===== src/rtl/tri_line_rx_if.sv =====
// ---------------------------------------------------------------------------
// tri_line_rx_if
// Bundles the wire input and the parallel result of the tristate line
// receiver.
//   master : the receiver. It takes line_in and drives the result signals.
//   slave  : the consumer or test side. It drives line_in and takes the result.
// Signals
//   line_in     raw wire level, asynchronous to clk
//   rx_data     last good decoded word
//   rx_valid    one-cycle pulse when rx_data updates
//   frame_err   one-cycle pulse when the stop bit was sampled low
//   parity_err  one-cycle pulse on a parity mismatch
//   busy        high while a frame is being received
// ---------------------------------------------------------------------------
interface tri_line_rx_if #(
    parameter int DATA_W = 8
);
    logic              line_in;
    logic [DATA_W-1:0] rx_data;
    logic              rx_valid;
    logic              frame_err;
    logic              parity_err;
    logic              busy;

    modport master (
        input  line_in,
        output rx_data, rx_valid, frame_err, parity_err, busy
    );

    modport slave (
        output line_in,
        input  rx_data, rx_valid, frame_err, parity_err, busy
    );
endinterface


===== src/rtl/tri_line_rx.sv =====
// ---------------------------------------------------------------------------
// tri_line_rx
// Receiver for a shared single-wire tristate line. The line idles high
// (released, pulled up). Remote drivers pull it low to send an inverted bit.
// The line is synchronised and the start edge is detected. Each bit is
// sampled once at its middle and re-inverted. DATA_W bits are shifted into
// a word and presented with a one-cycle valid strobe.
// Wire frame: start(0), DATA_W bits (~d, LSB first), [~parity], stop(1).
//
// Parameters
//   CLKS_PER_BIT  clk cycles per wire bit; must be even and at least 4
//   DATA_W        data bits per frame, 1..16
// Ports
//   clk           rising-edge clock
//   rst           asynchronous, active-high reset
//   bus.line_in   raw wire level
//   bus.rx_data   last good word
//   bus.rx_valid  one-cycle pulse when rx_data updates
//   bus.frame_err one-cycle pulse when the stop bit was low
//   bus.parity_err one-cycle pulse on a parity mismatch (tied 0 without parity)
//   bus.busy      high from start detect until the return to idle
// Configuration
//   TRI_RX_PARITY_EN  adds an even-parity bit after the data bits
// ---------------------------------------------------------------------------
module tri_line_rx #(
    parameter int CLKS_PER_BIT = 16,
    parameter int DATA_W       = 8
) (
    input  logic         clk,
    input  logic         rst,
    tri_line_rx_if.master bus
);

    localparam int CNT_W = $clog2(CLKS_PER_BIT);
    localparam int BIT_W = (DATA_W > 1) ? $clog2(DATA_W) : 1;

    localparam logic [CNT_W-1:0] HALF_LAST = CNT_W'(CLKS_PER_BIT / 2 - 1);
    localparam logic [CNT_W-1:0] FULL_LAST = CNT_W'(CLKS_PER_BIT - 1);
    localparam logic [BIT_W-1:0] BITS_LAST = BIT_W'(DATA_W - 1);

    typedef enum logic [2:0] {
        IDLE      = 3'd0,
        START     = 3'd1,
        DATA      = 3'd2,
        PARITY    = 3'd3,
        STOP      = 3'd4,
        WAIT_IDLE = 3'd5
    } state_t;

    state_t            state;
    logic              sync_p0;
    logic              line_s;
    logic [CNT_W-1:0]  clk_cnt;
    logic [BIT_W-1:0]  bit_cnt;
    logic [DATA_W-1:0] shift;
    logic [DATA_W-1:0] rx_data_r;
    logic              rx_valid_r;
    logic              frame_err_r;
    logic              busy_r;
`ifdef TRI_RX_PARITY_EN
    logic              par_bit;
    logic              par_err_r;
`endif

    // Shift right so that the first bit received (the wire LSB) ends up in bit 0.
    function automatic logic [DATA_W-1:0] shift_in(input logic [DATA_W-1:0] s,
                                                   input logic b);
        logic [DATA_W-1:0] r;
        r = s >> 1;
        r[DATA_W-1] = b;
        return r;
    endfunction

    wire mid_bit = (clk_cnt == FULL_LAST);

    // Control path: synchroniser, FSM, counters and the registered outputs.
    always_ff @(posedge clk or posedge rst) begin
        if (rst) begin
            // The synchroniser is preset high so that reset reads as an idle line.
            state       <= IDLE;
            sync_p0     <= 1'b1;
            line_s      <= 1'b1;
            clk_cnt     <= '0;
            bit_cnt     <= '0;
            rx_data_r   <= '0;
            rx_valid_r  <= 1'b0;
            frame_err_r <= 1'b0;
            busy_r      <= 1'b0;
`ifdef TRI_RX_PARITY_EN
            par_err_r   <= 1'b0;
`endif
        end else begin
            sync_p0     <= bus.line_in;
            line_s      <= sync_p0;
            rx_valid_r  <= 1'b0;
            frame_err_r <= 1'b0;
`ifdef TRI_RX_PARITY_EN
            par_err_r   <= 1'b0;
`endif
            case (state)
                IDLE: begin
                    if (!line_s) begin
                        state   <= START;
                        clk_cnt <= '0;
                        busy_r  <= 1'b1;
                    end
                end
                START: begin
                    // Recheck the line half a bit in. A glitch that has gone high
                    // again by then is not treated as a frame.
                    if (clk_cnt == HALF_LAST) begin
                        clk_cnt <= '0;
                        if (line_s) begin
                            state  <= IDLE;
                            busy_r <= 1'b0;
                        end else begin
                            state   <= DATA;
                            bit_cnt <= '0;
                        end
                    end else begin
                        clk_cnt <= clk_cnt + 1'b1;
                    end
                end
                DATA: begin
                    if (mid_bit) begin
                        clk_cnt <= '0;
                        if (bit_cnt == BITS_LAST) begin
                            bit_cnt <= '0;
`ifdef TRI_RX_PARITY_EN
                            state   <= PARITY;
`else
                            state   <= STOP;
`endif
                        end else begin
                            bit_cnt <= bit_cnt + 1'b1;
                        end
                    end else begin
                        clk_cnt <= clk_cnt + 1'b1;
                    end
                end
`ifdef TRI_RX_PARITY_EN
                PARITY: begin
                    if (mid_bit) begin
                        clk_cnt <= '0;
                        state   <= STOP;
                    end else begin
                        clk_cnt <= clk_cnt + 1'b1;
                    end
                end
`endif
                STOP: begin
                    // The frame ends at the stop-bit middle. The second half of the
                    // stop bit is spent in IDLE, ready for a back-to-back start.
                    if (mid_bit) begin
                        clk_cnt <= '0;
                        if (line_s) begin
                            state  <= IDLE;
                            busy_r <= 1'b0;
`ifdef TRI_RX_PARITY_EN
                            if (par_bit == ^shift) begin
                                rx_data_r  <= shift;
                                rx_valid_r <= 1'b1;
                            end else begin
                                par_err_r  <= 1'b1;
                            end
`else
                            rx_data_r  <= shift;
                            rx_valid_r <= 1'b1;
`endif
                        end else begin
                            frame_err_r <= 1'b1;
                            state       <= WAIT_IDLE;
                        end
                    end else begin
                        clk_cnt <= clk_cnt + 1'b1;
                    end
                end
                WAIT_IDLE: begin
                    // A line stuck low must not be decoded as a train of start bits.
                    if (line_s) begin
                        state  <= IDLE;
                        busy_r <= 1'b0;
                    end
                end
                default: begin
                    state  <= IDLE;
                    busy_r <= 1'b0;
                end
            endcase
        end
    end

    // Data path: the shift register and the parity sample. These are not reset.
    always_ff @(posedge clk) begin
        if (state == DATA && mid_bit)
            shift <= shift_in(shift, ~line_s);
`ifdef TRI_RX_PARITY_EN
        if (state == PARITY && mid_bit)
            par_bit <= ~line_s;
`endif
    end

    assign bus.rx_data   = rx_data_r;
    assign bus.rx_valid  = rx_valid_r;
    assign bus.frame_err = frame_err_r;
    assign bus.busy      = busy_r;
`ifdef TRI_RX_PARITY_EN
    assign bus.parity_err = par_err_r;
`else
    assign bus.parity_err = 1'b0;
`endif

endmodule

===== src/flat_wrapper.sv =====
// flat-port wrapper written by rule: the top's interface ports become plain ports
module tri_line_rx_flat 
#(
    parameter int CLKS_PER_BIT = 16,
    parameter int DATA_W       = 8
)
  (clk, rst, bus_line_in, bus_rx_data, bus_rx_valid, bus_frame_err, bus_parity_err, bus_busy);
  tri_line_rx_if #(.DATA_W(DATA_W)) bus_i ();
  input  logic clk;
  input  logic rst;
  input wire logic [$bits(bus_i.line_in)-1:0] bus_line_in;
  output wire logic [$bits(bus_i.rx_data)-1:0] bus_rx_data;
  output wire logic [$bits(bus_i.rx_valid)-1:0] bus_rx_valid;
  output wire logic [$bits(bus_i.frame_err)-1:0] bus_frame_err;
  output wire logic [$bits(bus_i.parity_err)-1:0] bus_parity_err;
  output wire logic [$bits(bus_i.busy)-1:0] bus_busy;
  assign bus_i.line_in = bus_line_in;
  assign bus_rx_data = bus_i.rx_data;
  assign bus_rx_valid = bus_i.rx_valid;
  assign bus_frame_err = bus_i.frame_err;
  assign bus_parity_err = bus_i.parity_err;
  assign bus_busy = bus_i.busy;
  tri_line_rx #(.CLKS_PER_BIT(CLKS_PER_BIT), .DATA_W(DATA_W)) u_core (.clk(clk), .rst(rst), .bus(bus_i));
endmodule

===== config.mk =====
export PLATFORM = sky130hd
export DESIGN_NAME = tri_line_rx_flat
export DESIGN_NICKNAME = d
export VERILOG_FILES = /design/src/rtl/tri_line_rx_if.sv /design/src/rtl/tri_line_rx.sv /design/src/flat_wrapper.sv
export SDC_FILE = /design/constraint.sdc
export NUM_CORES = 1
export LEC_CHECK = 0
export CORE_MARGIN = 3
export CORE_UTILIZATION = 59
export CTS_CLUSTER_SIZE = 16
export DETAILED_ROUTE_END_ITERATION = 8
export PLACE_DENSITY = 0.93
export SLEW_MARGIN = 20
export SYNTH_ARGS = -nofsm -noshare
export SYNTH_HDL_FRONTEND = slang
export SYNTH_SLANG_ARGS = --single-unit

===== constraint.sdc =====
create_clock -name clk -period 3.05 [get_ports clk]
set_input_delay 0.305 -clock clk [delete_from_list [all_inputs] [get_ports clk]]
set_output_delay 0.305 -clock clk [all_outputs]
set_load 0.02 [all_outputs]

==> impl_metrics.yaml, run 1 <==
global_routing:
  number_of_antenna_violations_at_the_first_check_in_global_routing: 0
  first_global_vias: 872
  grt_max_degree: 24
  global_route.overflow_total: 0
  grt_usage_pct: 19.80
  first_pass_grt_wire_length_um: 3995
logic_synthesis:
  synth.lib_cells_used.distinct: 40
  dominantRegCellSynth: "sky130_fd_sc_hd__dfrtp_1"
  syn_nets: 113
  synthDominantCellAreaShare_pct: 37.63
  netlist_top_cells_count: "sky130_fd_sc_hd__dfrtp_1, sky130_fd_sc_hd__mux2_2, sky130_fd_sc_hd__edfxtp_1, sky130_fd_sc_hd__inv_1, sky130_fd_sc_hd__o21ai_0"
  syn_area_per_cell_um2: 13.05
  proportion_of_synthesized_chip_area_in_sequential_cells_pct: 58.60
  async_set_or_reset_register_ratio_after_synthesis_pct: 74.19
  yosysWarningCount: 0
  netlist.top_cell.by_area: "sky130_fd_sc_hd__dfrtp_1"
  number_of_enable_flip_flop_cells_after_synthesis: 8
  synth_most_common_cell: "sky130_fd_sc_hd__dfrtp_1"
  netlist_instances: 107
  synth_seq_cells: 31
  post_synth_instance_area_mm2: 0.001396
  synth_area_leaders: "sky130_fd_sc_hd__dfrtp_1, sky130_fd_sc_hd__edfxtp_1, sky130_fd_sc_hd__mux2_2"
routing:
  route.antenna.remaining_nets: 0
  tritonroute_pass_1_iters: 4
  remaining_drc_errors: 0
  vias_after_detailed_routing: 894
  total_wirelength_of_the_detailed_routed_design_um: 2441
  detail_route.iter0.violations: 17
  detail_route.wl_per_cell_um: 16.49
  ratio_of_routed_vias_to_standard_cells: 6.041
placed_design:
  port_buffer_cells: 13
  finalWeightedCongestion: 0.8344
  dp.final_hpwl_um: 1720
floorplanning:
  die_area_mm2: 0.002987
  fp-row-count: 16
  die_width_um: 54.65
  initial_core_utilization_pct: 66.43
  die_h_um: 54.65
  placeableCoreArea_mm2: 0.002102
  floorplan.io_pins: 15
clocking:
  clkSlewWorstSetupHoldPaths_ns: 0.10
  tritoncts_clock_tree: "built"
  cts_resized: 0
  cts_hold_repair.buffers: 0
  cts_setup_buffers: 0
  cts_buffer_depth: 2
  insertion_delay_of_the_later_clocked_pin_in_the_worst_skew_pair_ns: 0.33
  cts_buffers: 5
  cts_root_buffer: "sky130_fd_sc_hd__clkbuf_4"
  cts_num_sinks: 31
  cts_htree_levels: 2
setup_path:
  cp-end-kind: "flop"
  critPathMaxStageDelay_ns: 0.40
  crit_path_start_kind: "flop"
  largest_fanout_on_the_critical_path: 8
  timing_worst_setup_path_type: "reg -> reg"
  crit_path_top_delay_cell: "sky130_fd_sc_hd__dfrtp_1"
  crit_chain: "ha_1 -> and4b_1 -> nand3b_1 -> inv_1"
  crit_required_ns: 3.05
  cp_data_arrival_time_ns: 1.83
cells_and_area:
  num_antenna_cells: 0
  syn2layout_area_growth_pct: 12.01
  drive_gt1_share_pct: 19.83
  final_net_count: 126
job:
  maxCapViolCount: 0
sta:
  timing.final.crit_share_pct: 60.02
  final_period_minus_worst_setup_slack_ns: 1.830
  finalSetupViolCount: 0
  slew_of_the_pin_with_the_lowest_slew_margin_ns: 0.8395
  finalHoldViolCount: 0
  fmax_achieved_mhz: 546.3
  fin_setup_tns_ns: 0
  fin_skew_ns: 0.01058
  grt_setup_unrepaired: "no"
  maxSlewViolCount: 0
  slew-limit-headroom_pct: 43.97
min_path:
  hold_path.class: "reg -> reg"
power_and_ir_drop:
  power_density_mw_per_mm2: 751.0
  finalPower_mw: 1.175
  irDropWorstVdd_uv: 530.5
  cellLeakagePower_nw: 0.7058
status:
  run_status: "completed"
[metal layers]
metal  up-vias  routed length, um  GRT usage (%)  part of all wire (%)
li1        413                  -              -                     -
met1       436               1045          25.63                    43
met2        34               1182          30.12                    48
met3        11                133          4.087                   5.4
met4         0                 80          12.45                   3.3
met5         -                  0              0                     0
[worst max-delay path: cells and delay by family (launching register included)]
family	cells	cell delay (ns)
and+or+nand+nor	2	0.49
adders and majority gates	1	0.31
DFF	1	0.40
buffers and inverters	1	0.31
[final cells by class]
class / instances / area [um2]
Sequential cell: 31 / 818.3
Fill cell: 139 / 538.0
Multi-Input combinational cell: 61 / 498.0
Timing Repair Buffer: 13 / 130.1
Clock buffer: 6 / 41.29
Tap cell: 27 / 33.78
Inverter: 8 / 30.03
Clock inverter: 2 / 12.51
[where the power goes]
group | internal (mW) | switching, mW | leakage (nW)
Sequential | 0.509 | 0.0931 | 0.368
Clock | 0.0888 | 0.139 | 0.0282
Combinational | 0.167 | 0.177 | 0.310
Total | 0.766 | 0.409 | 0.706
[per-stage QoR]
step	utilization (%)	std cells	worst slack [ns]	hold slack [ns]	instance area, um2
floorplan	-	107	1.440	0.3054	1396
global placement	71.85	140	1.323	0.3481	1510
detailed placement	71.85	140	1.231	0.3494	1510
CTS	74.40	148	1.221	0.3629	1564
global route	74.40	148	1.086	0.3641	1564
finish	74.40	148	1.220	0.3608	1564
[path summary, 6_finish.rpt]
check	start	to	slack [ns]	cells after the start
setup / recovery	u_core.clk_cnt[0]$_DFFE_PP0P_	u_core.shift[7]$_DFFE_PP_	1.22	4
hold / removal	u_core.sync_p0$_DFF_PP1_	u_core.line_s$_DFF_PP1_	0.36	0
min in group asynchronous	rst	u_core.state[2]$_DFFE_PP0P_	0.45	2
hold reg to reg	u_core.sync_p0$_DFF_PP1_	u_core.line_s$_DFF_PP1_	0.36	0
max in group asynchronous	rst	u_core.bit_cnt[2]$_DFFE_PP0P_	2.08	2
setup reg to reg	u_core.clk_cnt[0]$_DFFE_PP0P_	u_core.shift[7]$_DFFE_PP_	1.22	4
[cells in the final DEF (no fill, tap or decap), drive strengths merged, types with 2 or more instances in the layout]
master / n
nand3: 3
clkdlybuf4s50: 13
nand3b: 2
o21ai: 8
inv: 8
dfstp: 2
clkbuf: 6
nand2: 2
o22ai: 2
xnor2: 2
and3: 3
mux2i: 4
nor3: 3
edfxtp: 8
or4b: 2
a31oi: 2
dfrtp: 21
ha: 3
mux2: 9
[registers in the layout, summed over array words and instances, names as in the netlist, 3 cells and up]
signal / count
u_core.bus.rx_data: 8
u_core.shift: 8
u_core.clk_cnt: 4
u_core.bit_cnt: 3
u_core.state: 3
[kinds of logic (layout without fill, tap and decap cells)]
logic type,Yosys count,count (layout),share of synthesized area [%]
AND/OR/NAND/NOR,21,21,10.84
multiplexers,13,13,10.13
buffers and inverters,15,29,5.735
adder cells (fa/ha/maj),3,3,2.688
XOR/XNOR,3,3,1.882
other,1,1,0.2686
AO/OA/AOI/OAI,20,20,9.857
flip-flops,31,31,58.60
Power figures use the tool's default switching activity.
==> run 2: changes to the inputs <==
CORE_UTILIZATION = 54   (was 59)
PLACE_DENSITY = 0.87   (was 0.93)
clock period = 1.7 ns   (was 3.05 ns; I/O delays follow)
==> run 2 against run 1 <==
- sequential cell count unchanged
- largest power group unchanged
- critical endpoint is now u_core.bus.rx_data[1]$_DFFE_PP0P_
- clock skew shrank 0.0043 ns
- sequential share of layout area down 2.2 points
==> impl_metrics.yaml, run 2 (synthesis results as in run 1) <==
status:
  run_status: "completed"
routing:
  route.antenna.remaining_nets: 0
  remaining_drc_errors: 0
  detail_route.iter0.violations: 18
  total_wirelength_of_the_detailed_routed_design_um: 2548
  detail_route.wl_per_cell_um: 16.23
  ratio_of_routed_vias_to_standard_cells: 5.682
  tritonroute_pass_1_iters: 4
  vias_after_detailed_routing: 892
setup_path:
  timing_worst_setup_path_type: "reg -> reg"
  cp_data_arrival_time_ns: 1.81
  crit_path_start_kind: "flop"
  crit_family: "simple AND/OR/NAND/NOR gates"
  critPathBufInv: 0
  critPathMaxStageDelay_ns: 0.53
  crit_chain: "and4b_1 -> nand3_2 -> mux2_2"
  crit_required_ns: 1.92
  cp-end-kind: "flop"
  largest_fanout_on_the_critical_path: 12
  crit_path_top_delay_cell: "sky130_fd_sc_hd__dfrtp_1"
clocking:
  cts_setup_buffers: 0
  clkSlewWorstSetupHoldPaths_ns: 0.09
  cts_buffers: 5
  cts_htree_levels: 2
  cts_buffer_depth: 2
  insertion_delay_of_the_later_clocked_pin_in_the_worst_skew_pair_ns: 0.34
  cts_num_sinks: 31
  cts_root_buffer: "sky130_fd_sc_hd__clkbuf_4"
  tritoncts_clock_tree: "built"
sta:
  fmax_achieved_mhz: 628.8
  finalHoldViolCount: 0
  fin_skew_ns: 0.006301
  fin_setup_tns_ns: 0
  final.setup.worst_slack_ns: 0.1095
  final_period_minus_worst_setup_slack_ns: 1.590
  timing.final.crit_share_pct: 93.56
  grt_setup_unrepaired: "no"
  maxSlewViolCount: 0
  finalSetupViolCount: 0
floorplanning:
  fp-row-count: 17
  floorplan.io_pins: 15
  die_area_mm2: 0.003232
  placeableCoreArea_mm2: 0.002340
  die_h_um: 56.85
  initial_core_utilization_pct: 59.68
  die_width_um: 56.85
cells_and_area:
  final_cell_mix: "sky130_fd_sc_hd__dfrtp_1, sky130_fd_sc_hd__clkdlybuf4s50_1, sky130_fd_sc_hd__mux2_2"
  drive_gt1_share_pct: 24.03
  layout.core_utilization_pct: 69.79
  final_net_count: 134
  num_antenna_cells: 0
  syn2layout_area_growth_pct: 16.94
  mostFrequentLayoutCell: "sky130_fd_sc_hd__dfrtp_1"
global_routing:
  first_global_vias: 892
  global_route.overflow_total: 0
  grt_usage_pct: 17.83
  number_of_antenna_violations_at_the_first_check_in_global_routing: 0
  first_pass_grt_wire_length_um: 4202
  grt_max_degree: 15
min_path:
  hold_path.class: "in -> async"
power_and_ir_drop:
  power_density_mw_per_mm2: 1325
  cellLeakagePower_nw: 0.7465
  finalPower_mw: 2.163
  irDropWorstVdd_uv: 909.8
placed_design:
  setup_slack_placement_ns: 0.07949
  port_buffer_cells: 13
  finalWeightedCongestion: 0.8414
  dp.final_hpwl_um: 1844
job:
  maxCapViolCount: 0
run 2: cell count changes in the layout (fill, tap and decap cells not counted), sizes merged:
cell	before	now
clkinv	1	2
clkinvlp	1	0
buf	0	8
run 2: worst paths after layout:
path	cells after the start	slack, ns	to	start
max	3	0.11	u_core.bus.rx_data[1]$_DFFE_PP0P_	u_core.state[0]$_DFFE_PP0P_
min	2	0.12	u_core.bus.rx_data[4]$_DFFE_PP0P_	rst
max reg2reg	3	0.11	u_core.bus.rx_data[1]$_DFFE_PP0P_	u_core.state[0]$_DFFE_PP0P_
min reg2reg	0	0.36	u_core.line_s$_DFF_PP1_	u_core.sync_p0$_DFF_PP1_
max in group asynchronous	3	1.07	u_core.sync_p0$_DFF_PP1_	rst
min in group clk	1	0.23	u_core.sync_p0$_DFF_PP1_	bus_line_in
run 2: power breakdown:
part           total, mW  internal (mW)  switching, mW  leakage, nW
combinational      0.697          0.370          0.327        0.351
sequential          1.07          0.914          0.155        0.368
clock              0.397          0.153          0.244       0.0273
total               2.16           1.44          0.727        0.746
run 2: timing repair:
action                                  CTS  global route
endpoints found under the setup margin    0             8
gates resized for setup                   0             1
hold buffers                              0             0
run 2: per-stage QoR:
stage / instance area [um2] / cells / hold slack, ns
after floorplan: 1396 / 107 / 0.1704
after global placement: 1584 / 149 / 0.3502
after detailed placement: 1584 / 149 / 0.3485
after CTS: 1633 / 157 / 0.1389
after global routing: 1633 / 157 / 0.1500
final: 1633 / 157 / 0.1216
run 2: area by class of cell:
| type | instances | area (um2) |
|---|---|---|
| sequential | 31 | 818.3 |
| fill | 172 | 706.9 |
| multi-input combinational | 61 | 498.0 |
| timing repair buffer | 21 | 202.7 |
| clock buffer | 6 | 41.29 |
| tap | 28 | 35.03 |
| inverter | 8 | 30.03 |
| clock inverter | 2 | 7.507 |
run 2: layer usage:
layer | up-vias | share of wire, % | track usage (%)
li1 | 429 | - | -
met1 | 438 | 43 | 20.45
met2 | 18 | 51 | 29.37
met3 | 7 | 4.3 | 6.897
met4 | 0 | 2.1 | 7.947
met5 | - | 0 | 0
